--- config.mk ---
export PLATFORM = sky130hd
export DESIGN_NAME = vec_cpu_core
export DESIGN_NICKNAME = d
export VERILOG_FILES = /design/src/rtl/vec_cpu_core.sv
export SDC_FILE = /design/constraint.sdc
export NUM_CORES = 1
export LEC_CHECK = 0
export CAP_MARGIN = 20
export CELL_PAD_IN_SITES_DETAIL_PLACEMENT = 0
export CELL_PAD_IN_SITES_GLOBAL_PLACEMENT = 1
export CORE_MARGIN = 2
export CORE_UTILIZATION = 48
export CTS_CLUSTER_DIAMETER = 200
export DETAILED_ROUTE_END_ITERATION = 10
export GPL_ROUTABILITY_DRIVEN = 0
export PLACE_DENSITY_LB_ADDON = 0.1
export SETUP_SLACK_MARGIN = 0.02
export SYNTH_ARGS = -nofsm -noshare
export SYNTH_HDL_FRONTEND = slang
export SYNTH_SLANG_ARGS = --single-unit
--- constraint.sdc ---
create_clock -name clk -period 5.9 [get_ports clk]
set_input_delay 0.59 -clock clk [delete_from_list [all_inputs] [get_ports clk]]
set_output_delay 0.59 -clock clk [all_outputs]
set_load 0.05 [all_outputs]
--- src/rtl/vec_cpu_core.sv ---
// vec_cpu_core: single-cycle 16-bit-instruction core with 8x32 registers and 4x8-bit lane ops.
// Optional VMUL lane multiply is compiled in only when VEC_CPU_VMUL_EN is defined.
module vec_cpu_core #(
    parameter logic [31:0] RESET_PC = 32'h0
) (
    input  logic        clk,
    input  logic        reset,
    input  logic [15:0] instruction,
    input  logic [31:0] mem_data,
    output logic        wr_enable,
    output logic [31:0] pc,
    output logic [31:0] cpu_addr,
    output logic [31:0] cpu_data
);

    localparam logic [3:0] OP_NOP  = 4'h0;
    localparam logic [3:0] OP_ADD  = 4'h1;
    localparam logic [3:0] OP_SUB  = 4'h2;
    localparam logic [3:0] OP_AND  = 4'h3;
    localparam logic [3:0] OP_OR   = 4'h4;
    localparam logic [3:0] OP_XOR  = 4'h5;
    localparam logic [3:0] OP_VADD = 4'h6;
    localparam logic [3:0] OP_VSUB = 4'h7;
    localparam logic [3:0] OP_VMUL = 4'h8;
    localparam logic [3:0] OP_LDI  = 4'h9;
    localparam logic [3:0] OP_ADDI = 4'hA;
    localparam logic [3:0] OP_LD   = 4'hB;
    localparam logic [3:0] OP_ST   = 4'hC;
    localparam logic [3:0] OP_BEQ  = 4'hD;
    localparam logic [3:0] OP_JMP  = 4'hE;
    localparam logic [3:0] OP_HALT = 4'hF;

    typedef enum logic {RUN, HALTED} state_t;

    state_t      state;
    logic [31:0] rf [0:7];

    logic [3:0]  op;
    logic [2:0]  rd, ra, rb;
    logic [5:0]  imm6;
    logic [8:0]  imm9;
    logic [11:0] imm12;
    logic [31:0] rd_v, ra_v, rb_v;
    logic [31:0] res, next_pc, ls_addr;
    logic        rf_we, st, halt_now;

    assign op    = instruction[15:12];
    assign rd    = instruction[11:9];
    assign ra    = instruction[8:6];
    assign rb    = instruction[5:3];
    assign imm6  = instruction[5:0];
    assign imm9  = instruction[8:0];
    assign imm12 = instruction[11:0];

    // r0 reads as zero regardless of storage contents
    assign rd_v = (rd == 3'd0) ? 32'h0 : rf[rd];
    assign ra_v = (ra == 3'd0) ? 32'h0 : rf[ra];
    assign rb_v = (rb == 3'd0) ? 32'h0 : rf[rb];

    assign ls_addr = ra_v + {26'h0, imm6};

    // Lane ops: each byte computed alone so nothing crosses lane borders
    function automatic logic [31:0] lane_op(input logic [31:0] a,
                                            input logic [31:0] b,
                                            input logic [1:0]  kind);
        logic [31:0] r;
        r = '0;
        for (int i = 0; i < 4; i++) begin
            case (kind)
                2'd0:    r[8*i +: 8] = a[8*i +: 8] + b[8*i +: 8];
                2'd1:    r[8*i +: 8] = a[8*i +: 8] - b[8*i +: 8];
                default: r[8*i +: 8] = a[8*i +: 8] * b[8*i +: 8];
            endcase
        end
        return r;
    endfunction

    // Decode and execute the current instruction
    always_comb begin
        res      = '0;
        rf_we    = 1'b0;
        st       = 1'b0;
        halt_now = 1'b0;
        next_pc  = pc + 32'd1;
        cpu_addr = '0;
        cpu_data = '0;
        case (op)
            OP_ADD:  begin res = ra_v + rb_v; rf_we = 1'b1; end
            OP_SUB:  begin res = ra_v - rb_v; rf_we = 1'b1; end
            OP_AND:  begin res = ra_v & rb_v; rf_we = 1'b1; end
            OP_OR:   begin res = ra_v | rb_v; rf_we = 1'b1; end
            OP_XOR:  begin res = ra_v ^ rb_v; rf_we = 1'b1; end
            OP_VADD: begin res = lane_op(ra_v, rb_v, 2'd0); rf_we = 1'b1; end
            OP_VSUB: begin res = lane_op(ra_v, rb_v, 2'd1); rf_we = 1'b1; end
`ifdef VEC_CPU_VMUL_EN
            OP_VMUL: begin res = lane_op(ra_v, rb_v, 2'd2); rf_we = 1'b1; end
`else
            OP_VMUL: ;
`endif
            OP_LDI:  begin res = {23'h0, imm9}; rf_we = 1'b1; end
            OP_ADDI: begin res = ra_v + {26'h0, imm6}; rf_we = 1'b1; end
            OP_LD: begin
                cpu_addr = ls_addr;
                res      = mem_data;
                rf_we    = 1'b1;
            end
            OP_ST: begin
                cpu_addr = ls_addr;
                cpu_data = rd_v;
                st       = 1'b1;
            end
            OP_BEQ: begin
                if (rd_v == ra_v)
                    next_pc = pc + 32'd1 + {{26{imm6[5]}}, imm6};
            end
            OP_JMP:  next_pc = pc + 32'd1 + {{20{imm12[11]}}, imm12};
            OP_HALT: begin next_pc = pc; halt_now = 1'b1; end
            OP_NOP:  ;
            default: ;
        endcase
        if (state == HALTED) begin
            rf_we   = 1'b0;
            st      = 1'b0;
            next_pc = pc;
        end
    end

    // Store strobe dies immediately on reset or while halted
    assign wr_enable = st & reset & (state == RUN);

    // Architectural state: pc, halt state and register file
    always_ff @(posedge clk or negedge reset) begin
        if (!reset) begin
            pc    <= RESET_PC;
            state <= RUN;
            for (int i = 0; i < 8; i++)
                rf[i] <= '0;
        end else begin
            pc <= next_pc;
            if (halt_now)
                state <= HALTED;
            if (rf_we && rd != 3'd0)
                rf[rd] <= res;
        end
    end

endmodule

# Yosys cells after proc, flatten, opt, wreduce, memory -nomap -nowiden
# Index checks and enable logic that the tools add are counted.
[totals]
out_inout_bits = 97
inputBits = 50
ramBits = 0
regBits = 289
mem_count = 0
romBits = 0
latch_bits = 0
[op_classes]
n_addsub = 14
n_eq_ne = 15
n_mux = 25
order_cmp = 4
n_div = 0
shifts = 0
bitwise_logic = 10
n_reduce_logical = 9
n_mul = 0
[ops]
columns = ["op", "n"]
rows = [
  ["32-bit 2-to-1 mux", 13],
  ["32-bit one-hot mux with 10 select lines", 1],
  ["32-bit binary-select mux with 3-bit select", 3],
  ["256-bit bitwise mux", 1],
  ["32-bit adder", 3],
  ["32-bit demux with 3-bit select", 1],
  ["32-bit one-hot mux with 3 select lines", 1],
  ["32-bit by 1-bit adder with 32-bit output (second input constant)", 1],
  ["32-bit by 6-bit adder with 32-bit output", 1],
  ["8-bit adder", 4],
  ["32-bit bitwise AND", 1],
  ["32-bit equality test", 1],
  ["32-bit bitwise OR", 1],
  ["32-bit subtractor", 1],
  ["8-bit subtractor", 4],
  ["32-bit bitwise XOR", 1],
  ["4-bit equality test (second input constant)", 7],
  ["4-bit by 3-bit equality test with 1-bit output (second input constant)", 4],
  ["4-bit greater-or-equal comparator (second input constant)", 3],
  ["3-bit NOT with 4-bit output", 3],
  ["10-bit OR reduction", 1],
  ["3-bit zero test", 3],
  ["4-bit by 2-bit equality test with 1-bit output (second input constant)", 2],
  ["1-bit 2-to-1 mux", 5],
  ["8 further kinds", 11],
]

# Logic depth before layout (Yosys ltp)
[depth]
depth_word = 8
depth_mapped = 28

# Worst setup path before layout
# OpenSTA, ideal clock, no wires.
[synth_path]
path_kind = "in2reg"
from = "input port instruction[4]"
to = "register rf[94] (netlist name)"
setup_time_ns = 0.125
stages = 25
t_required_ns = 5.775
arrival_ns = 5.648
setup_slack_ns = 0.127
n_path_buf = 4
path_cell_list = "buf_2 > buf_2 > buf_2 > mux4_2 > o221a_2 > inv_1 > ha_1 > and3_1 > nand3_1 > nor4_2 > nand2_1 > nor3_1 > nor2_1 > xnor2_1 > ha_1 > clkbuf_1 > a21oi_1 > nand2_1 > a21o_1 > a221o_1 > a21o_1 > a31oi_1 > xor2_1 > o221ai_1 > mux2_2"
[synth_via]
elab_chain_len = 8
word_cells_on_any_way = 16
[synth_rtl]
columns = ["item", "line_no", "text"]
rows = [
  ["start: declaration", "8", "input logic [15:0] instruction,"],
  ["3-bit NOT with 4-bit output (implied by the code)", "58", "assign rb_v = (rb == 3'd0) ? 32'h0 : rf[rb];"],
  ["32-bit binary-select mux with 3-bit select", "58", ""],
  ["32-bit 2-to-1 mux (implied by the code) (2 in series)", "58", ""],
  ["32-bit 2-to-1 mux", "58", ""],
  ["32-bit subtractor (tied with other cells)", "89", "OP_SUB: begin res = ra_v - rb_v; rf_we = 1'b1; end"],
  ["32-bit one-hot mux with 10 select lines *", "87", "case (op)"],
  ["256-bit bitwise mux *", "143", "rf[rd] <= res;"],
  ["end signal: indexed assignment", "143", ""],
  ["end: declaration", "36", "logic [31:0] rf [0:7];"],
]
# Every way passes the cells marked *; elsewhere a longest branch is shown, timed or not. The select of a mux whose other input is x is not followed.
# A chain may end at the register's enable or synchronous reset.

# Worst setup path in the final report
[layout_path]
from = "input port instruction[6]"
to = "output port cpu_addr[30]"
[layout_via]
elab_chain_len = 7
word_cells_on_any_way = 8
[layout_rtl]
columns = ["item", "line_no", "text"]
rows = [
  ["3-bit NOT with 4-bit output (implied by the code)", "57", "assign ra_v = (ra == 3'd0) ? 32'h0 : rf[ra];"],
  ["32-bit binary-select mux with 3-bit select", "57", ""],
  ["32-bit 2-to-1 mux (implied by the code) (2 in series)", "57", ""],
  ["32-bit 2-to-1 mux *", "57", ""],
  ["32-bit by 6-bit adder with 32-bit output *", "60", "assign ls_addr = ra_v + {26'h0, imm6};"],
  ["32-bit 2-to-1 mux *", "87", ""],
  ["end: declaration", "12", "output logic [31:0] cpu_addr,"],
]
# Marked as above.

==> results.py <==
metrics = {
    "synthesis": {
        "syn_area_sq_um": 27100,
        "synth_seq_cells": 267,
        "netlist-cell-type-count": 87,
        "synth_edf_count": 0,
        "ys_seq_area_frac": 0.247,
        "synth.net_count": 3356,
        "yosys-top-cells-count": "nand2_1, dfrtp_1, nor2_1, ha_1, xnor2_1",
        "yosysTopAreaCell": "dfrtp_1",
        "postSynthCellCount": 3109,
        "synth-warning-count": 0,
        "yosysMostFrequentCell": "nand2_1",
        "synth_top_area_share": 0.247,
        "async_reset_ff_frac": 1.00,
        "synth_flop_cell": "dfrtp_1",
        "synth_area_per_cell_sq_um": 8.71,
        "synth_area_leaders": "dfrtp_1, ha_1, mux2_2",
    },
    "min_path": {
        "worstHoldStart": "rf[233]",
        "hold_path.class": "register to register",
    },
    "critical_path": {
        "crit_buf_inv": 4,
        "crit_fanout": 33,
        "worstPathRequired_ns": 5.31,
        "crit_path_max_incr_delay_ns": 0.85,
        "crit_family": "simple AND/OR/NAND/NOR gates",
        "arrival_ns": 5.00,
        "worstSetupPathType": "input pin to primary output",
        "cp_slowest_cell": "a221oi_1",
        "worst_setup_path_start_kind": "input pin",
        "path_cells": "buf_6 -> nor2b_2 -> buf_4 -> a221oi_1 -> a221oi_1 -> buf_4 -> ha_1 -> a21oi_1 -> or2_4 -> nor3_1 -> nand2_1 -> xnor2_1 -> nor2_1 -> buf_12",
        "setup.worst_path.end_class": "primary output",
        "reg2reg_from": "pc[1]",
        "cp-startpoint": "instruction[6]",
    },
    "drt": {
        "drc": 0,
        "num_vias": 26700,
        "wire_per_inst_um": 27.0,
        "ant_nets": 0,
        "drtIter0Drc": 3143,
        "via_per_inst": 6.54,
        "firstDrtPassIters": 6,
        "wl_mm": 110,
    },
    "cts": {
        "clk_latency_ns": 0.57,
        "cts_buffers": 36,
        "clock_path_buffers": 3,
        "clk_pin_slew_ns": 0.06,
        "clockRootBuffer": "clkbuf_16",
        "cts_setup_buffers": 0,
        "htree_levels": 2,
        "cts_tree": "yes",
        "clock_sinks": 267,
    },
    "layout": {
        "fin_cells": 4075,
        "num_antenna_cells": 0,
        "drive_above_1_share": 0.170,
        "final_nets": 3541,
        "area_growth_pct": 16.6,
    },
    "timing": {
        "tightest_slew_ns": 1.15,
        "max_slew_margin": 0.233,
        "finalHoldViolations": 0,
        "fin_skew_ns": 0.0258,
        "rsz0062_at_grt": "false",
        "finalMaxSlewViolations": 0,
        "fmax_ghz": 0.179,
        "setup_tns_ns": 0,
        "period_share": 0.947,
        "hold_slack_ns": 0.375,
        "setup_violations": 0,
        "period_needed_ns": 5.59,
    },
    "floorplan": {
        "initial_core_util": 0.483,
        "design.core.area_sq_um": 56100,
        "die_x_um": 242,
        "rows": 87,
        "io_pins": 147,
        "die_h_um": 242,
        "dieArea_sq_um": 58300,
    },
    "pwr": {
        "power_frac_comb": 0.620,
        "internal_power_uw": 7680,
        "power_switching_uw": 7010,
        "peakVddDrop_mv": 0.238,
        "pwr-share-seq": 0.225,
        "power_leakage_uw": 0.0142,
        "p_clk_frac": 0.155,
        "swShare": 0.477,
        "power.density_nw_per_um2": 465,
    },
    "global_route": {
        "grt_first_pass_wirelength_mm": 164,
        "grt_pass1_vias": 25500,
        "grt_max_degree": 78,
        "grt_overflow": 0,
        "antenna_found_initial": 1,
        "grt_usage": 0.367,
    },
    "placed_design": {
        "place_inst": 4010,
        "io_buffer_count": 146,
        "dpl.hpwl_mm": 81.5,
    },
    "status": {
        "status": "complete, no violations",
    },
    "job": {
        "maxCapViolCount": 0,
    },
}
flip-flops by register name (all words and copies together), names as in the netlist:
signal  flops
pc         32
rf        234
state       1
through the flow:
step	util	setup slack, ns	power, uW	instance area [sq um]
finish	0.563	0.314	14700	31600
global route	0.563	0.103	15600	31600
CTS	0.563	0.454	14400	31600
detailed placement	0.541	-0.0743	12100	30300
global placement	0.541	-0.163	11900	30300
floorplan	-	0.127	9280	27100
path summary, 6_finish.rpt:
check	cells after the start	end	slack, ns
worst max-delay path	14	cpu_addr[30]	0.31
worst min-delay path	0	rf[233]	0.38
worst max register to register	16	pc[31]	0.32
worst min register to register	0	rf[233]	0.38
max in group asynchronous	5	pc[10]	3.45
min in group asynchronous	2	rf[147]	0.55
cell usage in the layout, fill, tap and decap left out, drive strengths merged, types with 31 or more instances in the layout:
master / Yosys / routed
a21o: 57 / 57
a21oi: 185 / 185
a221o: 37 / 37
a221oi: 56 / 56
a22oi: 38 / 38
a31oi: 38 / 38
buf: 72 / 233
clkbuf: 122 / 45
clkdlybuf4s50: 0 / 107
dfrtp: 267 / 267
ha: 190 / 190
inv: 113 / 114
mux2: 174 / 174
mux2i: 175 / 175
mux4: 50 / 50
nand2: 355 / 355
nand2b: 31 / 31
nand3: 59 / 59
nand4: 32 / 32
nor2: 239 / 239
nor2b: 44 / 44
nor3: 44 / 44
o211ai: 34 / 34
o21ai: 187 / 187
xnor2: 188 / 188
xor2: 56 / 56
cell type report:
cell class | instances | area (sq um)
Inverter | 113 | 424
Clock buffer | 45 | 1010
Tap cell | 756 | 946
Sequential cell | 267 | 6680
Multi-Input combinational cell | 2535 | 19100
Timing Repair Buffer | 341 | 3250
Clock inverter | 18 | 204
Fill cell | 5071 | 24500
cells by family (layout without fill, tap and decap cells):
family,count (synthesis),in the layout,synth area share
compound gates,795,795,0.198
xor+xnor,244,244,0.0789
fa+ha+maj,197,197,0.0930
buf+inv,307,517,0.0519
flops,267,267,0.247
mux,399,399,0.179
simple gates,900,900,0.153
power by group through the flow:
stage,Sequential [uW],Clock [uW],Combinational [uW]
global route,3380,2380,9820
global placement,3250,0,8660
CTS,3260,2310,8870
detailed placement,3280,0,8800
floorplan,3340,0,5950
finish,3300,2280,9110
layer usage:
layer  share of wire  global-route usage
met3            0.11              0.0980
met2            0.41               0.521
met1            0.44               0.532
met5         0.00083              0.0114
met4           0.037               0.126
worst register-to-register path, stage by stage (launching register included):
cell and delay, ns:
dfrtp_1 0.44, ha_1 0.33, nand3_1 0.25, nor3_1 0.62
nor3b_1 0.27, buf_4 0.17, xor2_1 0.32, ha_1 0.38
nand4_1 0.14, or2_2 0.29, o32ai_1 0.50, a31oi_1 0.24
o311ai_0 0.52, buf_2 0.26, xnor2_1 0.24, a211oi_1 0.15
o32a_1 0.37
what timing repair did:
item	CTS	global route
hold buffers	1	0
resized for setup	0	1
hold endpoints to repair	30	0
setup endpoints to repair	0	41
No activity file was read; power rests on OpenSTA's default activity.
